File: src/rtl/sram_req_ctrl_if.sv
// Request/response channel between the core/bus and the SRAM request controller.
// master = requester side, slave = controller side.
interface sram_req_ctrl_if;
   logic        req_valid;
   logic        req_ready;
   logic [31:0] req_addr;
   logic        req_we;
   logic [31:0] req_wdata;
   logic [3:0]  req_wstrb;
   logic        resp_valid;
   logic        resp_ready;
   logic [31:0] resp_rdata;
   logic        resp_is_write;

   modport master (
      output req_valid, req_addr, req_we, req_wdata, req_wstrb, resp_ready,
      input  req_ready, resp_valid, resp_rdata, resp_is_write
   );

   modport slave (
      input  req_valid, req_addr, req_we, req_wdata, req_wstrb, resp_ready,
      output req_ready, resp_valid, resp_rdata, resp_is_write
   );
endinterface

File: src/rtl/sram_req_ctrl.sv
// One-at-a-time word access controller driving the SRAM wrapper port.
// Latency WAIT_CYCLES+2 from request handshake to resp_valid; requests stall (never drop) until the response is taken.
module sram_req_ctrl #(
   parameter int WAIT_CYCLES = 1
) (
   input  logic               clk,
   input  logic               rst,
   sram_req_ctrl_if.slave     bus,
   output logic               io_sram_en,
   output logic               io_sram_we,
   output logic [19:0]        io_sram_addr,
   output logic [31:0]        io_sram_din,
   output logic [3:0]         io_sram_wmask,
   input  logic [31:0]        io_sram_dout
);

   localparam logic [1:0] IDLE   = 2'd0;
   localparam logic [1:0] ACCESS = 2'd1;
   localparam logic [1:0] RESP   = 2'd2;

   localparam logic [4:0] WAIT5 = 5'(WAIT_CYCLES);

   generate
      if (WAIT_CYCLES < 1 || WAIT_CYCLES > 15) begin : g_bad_wait
         $error("sram_req_ctrl: WAIT_CYCLES must be in 1..15");
      end
   endgenerate

   logic [1:0]  state;
   logic [3:0]  cnt;
   logic [4:0]  cnt_inc;
   logic        resp_valid_q;
   logic [31:0] resp_rdata_q;
   logic        resp_is_write_q;
   logic        unused_addr_bits;

   assign unused_addr_bits = ^{bus.req_addr[31:22], bus.req_addr[1:0]};

   // Widened so cnt+1 never wraps when WAIT_CYCLES is 15.
   assign cnt_inc = {1'b0, cnt} + 5'd1;

   assign bus.req_ready     = (state == IDLE);
   assign bus.resp_valid    = resp_valid_q;
   assign bus.resp_rdata    = resp_rdata_q;
   assign bus.resp_is_write = resp_is_write_q;

   always_ff @(posedge clk) begin
      if (rst) begin
         state           <= IDLE;
         cnt             <= 4'd0;
         resp_valid_q    <= 1'b0;
         resp_rdata_q    <= 32'd0;
         resp_is_write_q <= 1'b0;
         io_sram_en      <= 1'b0;
         io_sram_we      <= 1'b0;
         io_sram_addr    <= 20'd0;
         io_sram_din     <= 32'd0;
         io_sram_wmask   <= 4'd0;
      end else begin
         case (state)
            IDLE: begin
               if (bus.req_valid) begin
                  io_sram_addr  <= bus.req_addr[21:2];
                  io_sram_we    <= bus.req_we;
                  io_sram_din   <= bus.req_wdata;
                  io_sram_wmask <= bus.req_wstrb;
                  io_sram_en    <= 1'b1;
                  cnt           <= 4'd0;
                  state         <= ACCESS;
               end
            end
            ACCESS: begin
               // Final cycle has en low; read data has been stable since the first en edge.
               if (cnt == WAIT5[3:0]) begin
                  resp_rdata_q    <= io_sram_we ? 32'd0 : io_sram_dout;
                  resp_is_write_q <= io_sram_we;
                  resp_valid_q    <= 1'b1;
                  io_sram_we      <= 1'b0;
                  state           <= RESP;
               end else begin
                  cnt        <= cnt_inc[3:0];
                  io_sram_en <= (cnt_inc < WAIT5);
               end
            end
            RESP: begin
               if (bus.resp_ready) begin
                  resp_valid_q <= 1'b0;
                  state        <= IDLE;
               end
            end
            default: begin
               state      <= IDLE;
               io_sram_en <= 1'b0;
               io_sram_we <= 1'b0;
            end
         endcase
      end
   end

endmodule

File: src/flat_wrapper.sv
// flat-port wrapper written by rule: the top's interface ports become plain ports
module sram_req_ctrl_flat 
#(
   parameter int WAIT_CYCLES = 1
)
  (clk, rst, io_sram_en, io_sram_we, io_sram_addr, io_sram_din, io_sram_wmask, io_sram_dout, bus_req_valid, bus_req_addr, bus_req_we, bus_req_wdata, bus_req_wstrb, bus_resp_ready, bus_req_ready, bus_resp_valid, bus_resp_rdata, bus_resp_is_write);
  sram_req_ctrl_if bus_i ();
  input  logic clk;
  input  logic rst;
  output logic io_sram_en;
  output logic io_sram_we;
  output logic [19:0] io_sram_addr;
  output logic [31:0] io_sram_din;
  output logic [3:0] io_sram_wmask;
  input  logic [31:0] io_sram_dout;
  input wire logic [$bits(bus_i.req_valid)-1:0] bus_req_valid;
  input wire logic [$bits(bus_i.req_addr)-1:0] bus_req_addr;
  input wire logic [$bits(bus_i.req_we)-1:0] bus_req_we;
  input wire logic [$bits(bus_i.req_wdata)-1:0] bus_req_wdata;
  input wire logic [$bits(bus_i.req_wstrb)-1:0] bus_req_wstrb;
  input wire logic [$bits(bus_i.resp_ready)-1:0] bus_resp_ready;
  output wire logic [$bits(bus_i.req_ready)-1:0] bus_req_ready;
  output wire logic [$bits(bus_i.resp_valid)-1:0] bus_resp_valid;
  output wire logic [$bits(bus_i.resp_rdata)-1:0] bus_resp_rdata;
  output wire logic [$bits(bus_i.resp_is_write)-1:0] bus_resp_is_write;
  assign bus_i.req_valid = bus_req_valid;
  assign bus_i.req_addr = bus_req_addr;
  assign bus_i.req_we = bus_req_we;
  assign bus_i.req_wdata = bus_req_wdata;
  assign bus_i.req_wstrb = bus_req_wstrb;
  assign bus_i.resp_ready = bus_resp_ready;
  assign bus_req_ready = bus_i.req_ready;
  assign bus_resp_valid = bus_i.resp_valid;
  assign bus_resp_rdata = bus_i.resp_rdata;
  assign bus_resp_is_write = bus_i.resp_is_write;
  sram_req_ctrl #(.WAIT_CYCLES(WAIT_CYCLES)) u_core (.clk(clk), .rst(rst), .bus(bus_i), .io_sram_en(io_sram_en), .io_sram_we(io_sram_we), .io_sram_addr(io_sram_addr), .io_sram_din(io_sram_din), .io_sram_wmask(io_sram_wmask), .io_sram_dout(io_sram_dout));
endmodule
File: config.mk
export PLATFORM = sky130hd
export DESIGN_NAME = sram_req_ctrl_flat
export DESIGN_NICKNAME = d
export VERILOG_FILES = /design/src/rtl/sram_req_ctrl_if.sv /design/src/rtl/sram_req_ctrl.sv /design/src/flat_wrapper.sv
export SDC_FILE = /design/constraint.sdc
export NUM_CORES = 1
export LEC_CHECK = 0
export BUFFER_PORTS_ARGS = -buffer_cell sky130_fd_sc_hd__buf_2
export CORE_ASPECT_RATIO = 1.1
export CORE_MARGIN = 2
export CORE_UTILIZATION = 49
export CTS_CLUSTER_SIZE = 16
export DETAILED_ROUTE_END_ITERATION = 7
export PLACE_DENSITY = 0.85
export SETUP_SLACK_MARGIN = 0.02
export SLEW_MARGIN = 20
export SYNTH_ARGS = -nofsm -noshare
export SYNTH_HDL_FRONTEND = slang
export SYNTH_SLANG_ARGS = --single-unit
File: constraint.sdc
create_clock -name clk -period 4.78 [get_ports clk]
set_clock_uncertainty 0.05 [all_clocks]
set_input_delay 0.956 -clock clk [delete_from_list [all_inputs] [get_ports clk]]
set_output_delay 0.956 -clock clk [all_outputs]
set_load 0.005 [all_outputs]
==> Word level (Yosys, flattened, before mapping) <==
Cells that the tools add are included.
Widths: inputs -> output; s select.
{ "totals": {"reg_bits": 98, "latchBits": 0, "ram_bits": 0, "mem_bits_ro": 0, "in_bits": 105, "out_inout_bits": 93, "mem_count": 0} }
{ "op_classes": {"add_sub_neg": 1, "multipliers": 0, "div": 0, "magnitude_cmp": 1, "eq_ne": 7, "n_shift": 0, "mux": 17, "bitwise_logic": 1, "n_reduce_logical": 10} }
{ "ops": {"columns": ["cell", "count"], "rows": [
  ["$mux 32", 1],
  ["$reduce_and 3->1", 5],
  ["$mux 4", 2],
  ["$pmux 4 s2", 1],
  ["$mux 1", 6],
  ["$mux 2", 3],
  ["$ne 2x2->1 const B", 3],
  ["$pmux 1 s3", 2],
  ["$pmux 2 s3", 1],
  ["$add 4x1->5 const B", 1],
  ["$lt 5x1->1 const B", 1],
  ["$eq 4x1->1 const B", 1],
  ["$reduce_and 2->1", 2],
  ["$reduce_bool 2->1", 2],
  ["$eq 2x1->1 const B", 1],
  ["$eq 2x2->1 const B", 1],
  ["$logic_not 2->1", 1],
  ["$ne 2x1->1 const B", 1],
  ["$pmux 1 s2", 1],
  ["$not 1->1", 1]
]} }

==> Longest topological paths before layout <==
{ "logic_depth": {"depth_word": 4, "depth_mapped": 7, "depth_no_buf": 5} }

==> Worst setup path after synthesis <==
OpenSTA, ideal clock, no wires.
{ "synth_timing": {"kind": "input-to-reg", "start": "in bus_req_valid", "end": "reg u_core.cnt[1]", "arrival_ns": 1.824, "setup_slack_ns": 2.774, "cell_stages": 5, "path_buffers": 2, "cell_sequence": "or3b_2 > clkbuf_1 > buf_2 > o211ai_1 > a21oi_1"} }
{ "synth_between": {"elab_chain_cells": 2} }
{ "synth_rtl": {"columns": ["element", "line", "source"], "rows": [
  ["start: declaration", "flat_wrapper.sv:16", "input wire logic [$bits(bus_i.req_valid)-1:0] bus_req_valid;"],
  ["$ne 2x2->1 (no source line)", null, null],
  ["$reduce_and 3->1 (no source line)", null, null],
  ["end signal: assignment", "sram_req_ctrl.sv:81", "cnt <= cnt_inc[3:0];"],
  ["end: declaration", "sram_req_ctrl.sv:30", "logic [3:0] cnt;"]
]} }
Every way passes these cells.
A chain may end at the register's enable or synchronous reset.

==> Worst setup path in the final report <==
{ "layout_timing": {"start": "reg u_core.io_sram_we", "end": "out io_sram_we"} }
{ "layout_lines": {"columns": ["element", "line", "source"], "rows": [
  ["start: declaration", "sram_req_ctrl.sv:10", "output logic io_sram_we,"],
  ["start signal: assignment", "sram_req_ctrl.sv:64", "io_sram_we <= bus.req_we;"],
  ["end: declaration", "flat_wrapper.sv:11", "output logic io_sram_we;"]
]} }
No word-level cell between the ends.

==> flow_results.xml <==
<?xml version="1.0" encoding="UTF-8"?>
<metrics>
  <group name="status">
    <metric name="outcome" unit="">finished clean</metric>
  </group>
  <group name="timing">
    <metric name="fin_hold_ws" unit="ns">0.406</metric>
    <metric name="layout_min_cycle_time" unit="ns">2.52</metric>
    <metric name="final-hold-violation-count" unit="">0</metric>
    <metric name="timing_max_transition_violations_final" unit="">0</metric>
    <metric name="setup_tns" unit="ns">0</metric>
    <metric name="max_fclk" unit="MHz">397</metric>
    <metric name="timing.final.crit_share" unit="%">52.7</metric>
    <metric name="transition_time_of_the_tightest_slew_check_pin" unit="ns">0.912</metric>
    <metric name="setup_repair_after_global_routing_missed_its_margin" unit="">false</metric>
    <metric name="maxSlewHeadroom" unit="%">39.2</metric>
    <metric name="setup_viol_count_final" unit="">0</metric>
  </group>
  <group name="route">
    <metric name="dr.first_iter.drc_count" unit="">140</metric>
    <metric name="drtAntennaViolNets" unit="">0</metric>
    <metric name="vias" unit="">3788</metric>
    <metric name="routed_wirelength" unit="mm">9.78</metric>
    <metric name="detail_route.vias_per_cell" unit="">5.25</metric>
    <metric name="dr.pass1.iters" unit="">4</metric>
    <metric name="remaining_drc_errors" unit="">0</metric>
    <metric name="detail_route.wl_per_cell" unit="um">13.6</metric>
  </group>
  <group name="synth">
    <metric name="netlist_instances" unit="">457</metric>
    <metric name="syn_area_per_cell" unit="um2">8.45</metric>
    <metric name="post_synth_instance_area" unit="um2">3860</metric>
    <metric name="synth-warning-count" unit="">0</metric>
    <metric name="post_syn_nets" unit="">564</metric>
    <metric name="synth.largest_area_cell" unit="">dfxtp_1</metric>
    <metric name="synth.lib_cells_used.distinct" unit="">34</metric>
    <metric name="synth_top_flop_cell" unit="">dfxtp_1</metric>
    <metric name="asyncSetResetFlopFracSynth" unit="%">0</metric>
    <metric name="synth_top_area_share" unit="%">50.8</metric>
    <metric name="ys_seq_elements" unit="">98</metric>
    <metric name="post_synth_edffs" unit="">0</metric>
    <metric name="seq_area_frac_synth" unit="%">50.8</metric>
    <metric name="synth.top_cells.by_area" unit="">dfxtp_1 51%, a21oi_1 12%, nand2_1 11%</metric>
  </group>
  <group name="global_routing">
    <metric name="use_met2" unit="%">38.3</metric>
    <metric name="antenna_found_initial" unit="">0</metric>
    <metric name="global_route.usage.met1" unit="%">26.4</metric>
    <metric name="met3_usage_grt" unit="%">6.12</metric>
    <metric name="top_usage_layer" unit="">met2</metric>
    <metric name="grt_first_pass_wirelength" unit="mm">15.8</metric>
    <metric name="grt.overflow.total" unit="">0</metric>
    <metric name="total_routing_resource_utilization_after_global_routing" unit="%">22.5</metric>
    <metric name="first_global_vias" unit="">3546</metric>
    <metric name="maximum_number_of_pins_on_one_net_before_global_route_repair" unit="">66</metric>
  </group>
  <group name="clocking">
    <metric name="cts_hold_buf" unit="">0</metric>
    <metric name="cts_tree" unit="">done</metric>
    <metric name="cts.sink_count" unit="">98</metric>
    <metric name="cts_root_buffer" unit="">clkbuf_8</metric>
    <metric name="cts_setup_buffers" unit="">0</metric>
    <metric name="clock_latency_reported_for_the_late_side_of_the_worst_skew_pair" unit="ns">0.34</metric>
    <metric name="cts_made_buffers" unit="">9</metric>
    <metric name="cts.htree.levels" unit="">3</metric>
    <metric name="cts.reportedPaths.clkPinSlew" unit="ns">0.09</metric>
    <metric name="ctsLongestPathBuffers" unit="">2</metric>
    <metric name="post_cts.resized_instances" unit="">0</metric>
  </group>
  <group name="critical_path">
    <metric name="worst-r2r-setup-slack" unit="ns">2.74</metric>
    <metric name="critical_path.reg2reg.startpoint" unit="">u_core.cnt[0]$_SDFFE_PP0P_</metric>
    <metric name="crit_required" unit="ns">3.77</metric>
    <metric name="endpoint_of_the_most_critical_register_to_register_path" unit="">u_core.bus.resp_rdata[22]$_SDFFE_PP0P_</metric>
    <metric name="worst_ep_arrival_time" unit="ns">1.51</metric>
    <metric name="kind_of_cell_adding_the_most_delay_to_the_critical_path" unit="">flip-flops</metric>
    <metric name="critical_path_peak_fanout" unit="">35</metric>
    <metric name="path_buf_inv" unit="">1</metric>
    <metric name="cp_slowest_stage_delay" unit="ns">0.92</metric>
    <metric name="critPathKind" unit="">flip-flop to primary output</metric>
    <metric name="setup.worst_path.end_class" unit="">primary output</metric>
    <metric name="cell_depth_of_the_worst_flop_to_flop_path" unit="">5</metric>
    <metric name="timing.critical_path.cells" unit="">buf_2</metric>
    <metric name="worstSetupStartpointType" unit="">flip-flop</metric>
    <metric name="crit_slowest_cell" unit="">dfxtp_1</metric>
  </group>
  <group name="die">
    <metric name="dieArea" unit="um2">8610</metric>
    <metric name="design.core.area" unit="um2">7560</metric>
    <metric name="row_count" unit="">33</metric>
    <metric name="initial_utilization" unit="%">51.1</metric>
    <metric name="floorplan.die.height" unit="um">97.1</metric>
    <metric name="top_level_ports" unit="">198</metric>
    <metric name="die_width" unit="um">88.7</metric>
  </group>
  <group name="placed_design">
    <metric name="port_buffers" unit="">185</metric>
    <metric name="dp_hpwl" unit="mm">6.67</metric>
    <metric name="globalplace.congestion" unit="">0.735</metric>
    <metric name="placed_cell_area" unit="um2">4730</metric>
  </group>
  <group name="finish">
    <metric name="layout_commonest_cell" unit="">buf_2</metric>
    <metric name="layout-area-overhead-vs-synth" unit="%">27.5</metric>
    <metric name="final_net_count" unit="">720</metric>
    <metric name="drive_gt1_share" unit="%">34.3</metric>
    <metric name="mostFrequentLayoutCells" unit="">185 x buf_2, 114 x nand2_1, 98 x dfxtp_1</metric>
    <metric name="fin_area" unit="um2">4930</metric>
    <metric name="n_antenna_cell" unit="">0</metric>
  </group>
  <group name="min_path">
    <metric name="worst_hold_path_type" unit="">flip-flop to flip-flop</metric>
    <metric name="hold_path_startpoint" unit="">u_core.io_sram_addr[11]$_SDFFE_PP0P_</metric>
    <metric name="whs_path_depth" unit="">2</metric>
    <metric name="worstHoldEndpoint" unit="">u_core.io_sram_addr[11]$_SDFFE_PP0P_</metric>
  </group>
  <group name="power_and_ir_drop">
    <metric name="power_density" unit="nW/um2">335</metric>
    <metric name="leakagePower" unit="nW">2.18</metric>
    <metric name="power.ir.vdd_worst" unit="uV">243</metric>
  </group>
  <group name="flow_run">
    <metric name="max_cap_violations" unit="">0</metric>
  </group>
</metrics>
==> where the power goes <==
group / total (mW) / switching, mW / leakage (nW) / internal [mW]
Sequential: 0.884 / 0.0263 / 0.800 / 0.858
Clock: 0.518 / 0.266 / 0.0904 / 0.252
Combinational: 0.246 / 0.142 / 1.29 / 0.104
==> sequential cells by signal, summed over array words and instances, names as in the netlist <==
signal,count
u_core.io_sram_wmask,4
u_core.state,2
u_core.bus.resp_rdata,32
u_core.bus.resp_is_write,1
u_core.bus.resp_valid,1
u_core.cnt,4
u_core.io_sram_addr,20
u_core.io_sram_en,1
u_core.io_sram_din,32
u_core.io_sram_we,1
==> worst min-delay path, stage by stage (launching register included) <==
cell	delay (ns)
dfxtp_1	0.32
nand2_1	0.05
a21oi_1	0.05
==> cell families after synthesis <==
group	Yosys count	synth area share (%)
and+or+nand+nor	174	23.8
AOI/OAI and AO/OA	135	18.3
DFF	98	50.8
buffers and inverters	47	6.19
adders and majority gates	2	0.648
muxes	1	0.259
==> per-stage QoR <==
stage,worst slack (ns),util [%],std cells,power [mW]
floorplan,2.77,-,457,1.05
global placement,2.23,62.6,707,1.14
detailed placement,2.51,62.7,707,1.15
CTS,2.26,65.2,721,1.66
global route,2.15,65.2,721,1.73
finish,2.26,65.2,721,1.65
==> routing by layer <==
layer,up-vias,share of wire (%),wire [um]
met3,17,8.4,820
met1,1733,40,3950
met5,-,0,0
met4,0,2.0,199
met2,158,49,4820
li1,1880,-,-
==> layout make-up <==
type,instances,area [um2]
timing repair buffer,190,963
clock buffer,10,138
tap,105,131
inverter,2,7.51
clock inverter,4,53.8
multi-input combinational,312,1670
sequential,98,1960
fill,686,2630
==> worst max path at each step <==
stage | cells past startpoint | start | slack, ns | to
after floorplan | 5 | bus_req_valid | 2.77 | u_core.cnt[1]$_SDFFE_PP0P_
after global placement | 4 | bus_req_valid | 2.23 | u_core.cnt[1]$_SDFFE_PP0P_
after detailed placement | 4 | bus_req_valid | 2.51 | u_core.cnt[1]$_SDFFE_PP0P_
after CTS | 1 | u_core.io_sram_we$_SDFFE_PP0P_ | 2.26 | io_sram_we
after global routing | 1 | u_core.io_sram_we$_SDFFE_PP0P_ | 2.15 | io_sram_we
final | 1 | u_core.io_sram_we$_SDFFE_PP0P_ | 2.26 | io_sram_we
==> synth_stat cells (all sizes together) (3+ instances only) <==
| cell type | count |
|---|---|
| nand4b | 34 |
| o21ai | 33 |
| clkbuf | 24 |
| nand3 | 3 |
| nand2 | 114 |
| nand3b | 5 |
| nor2 | 4 |
| dfxtp | 98 |
| buf | 21 |
| a21oi | 94 |
No activity file was read; power rests on OpenSTA's default activity.
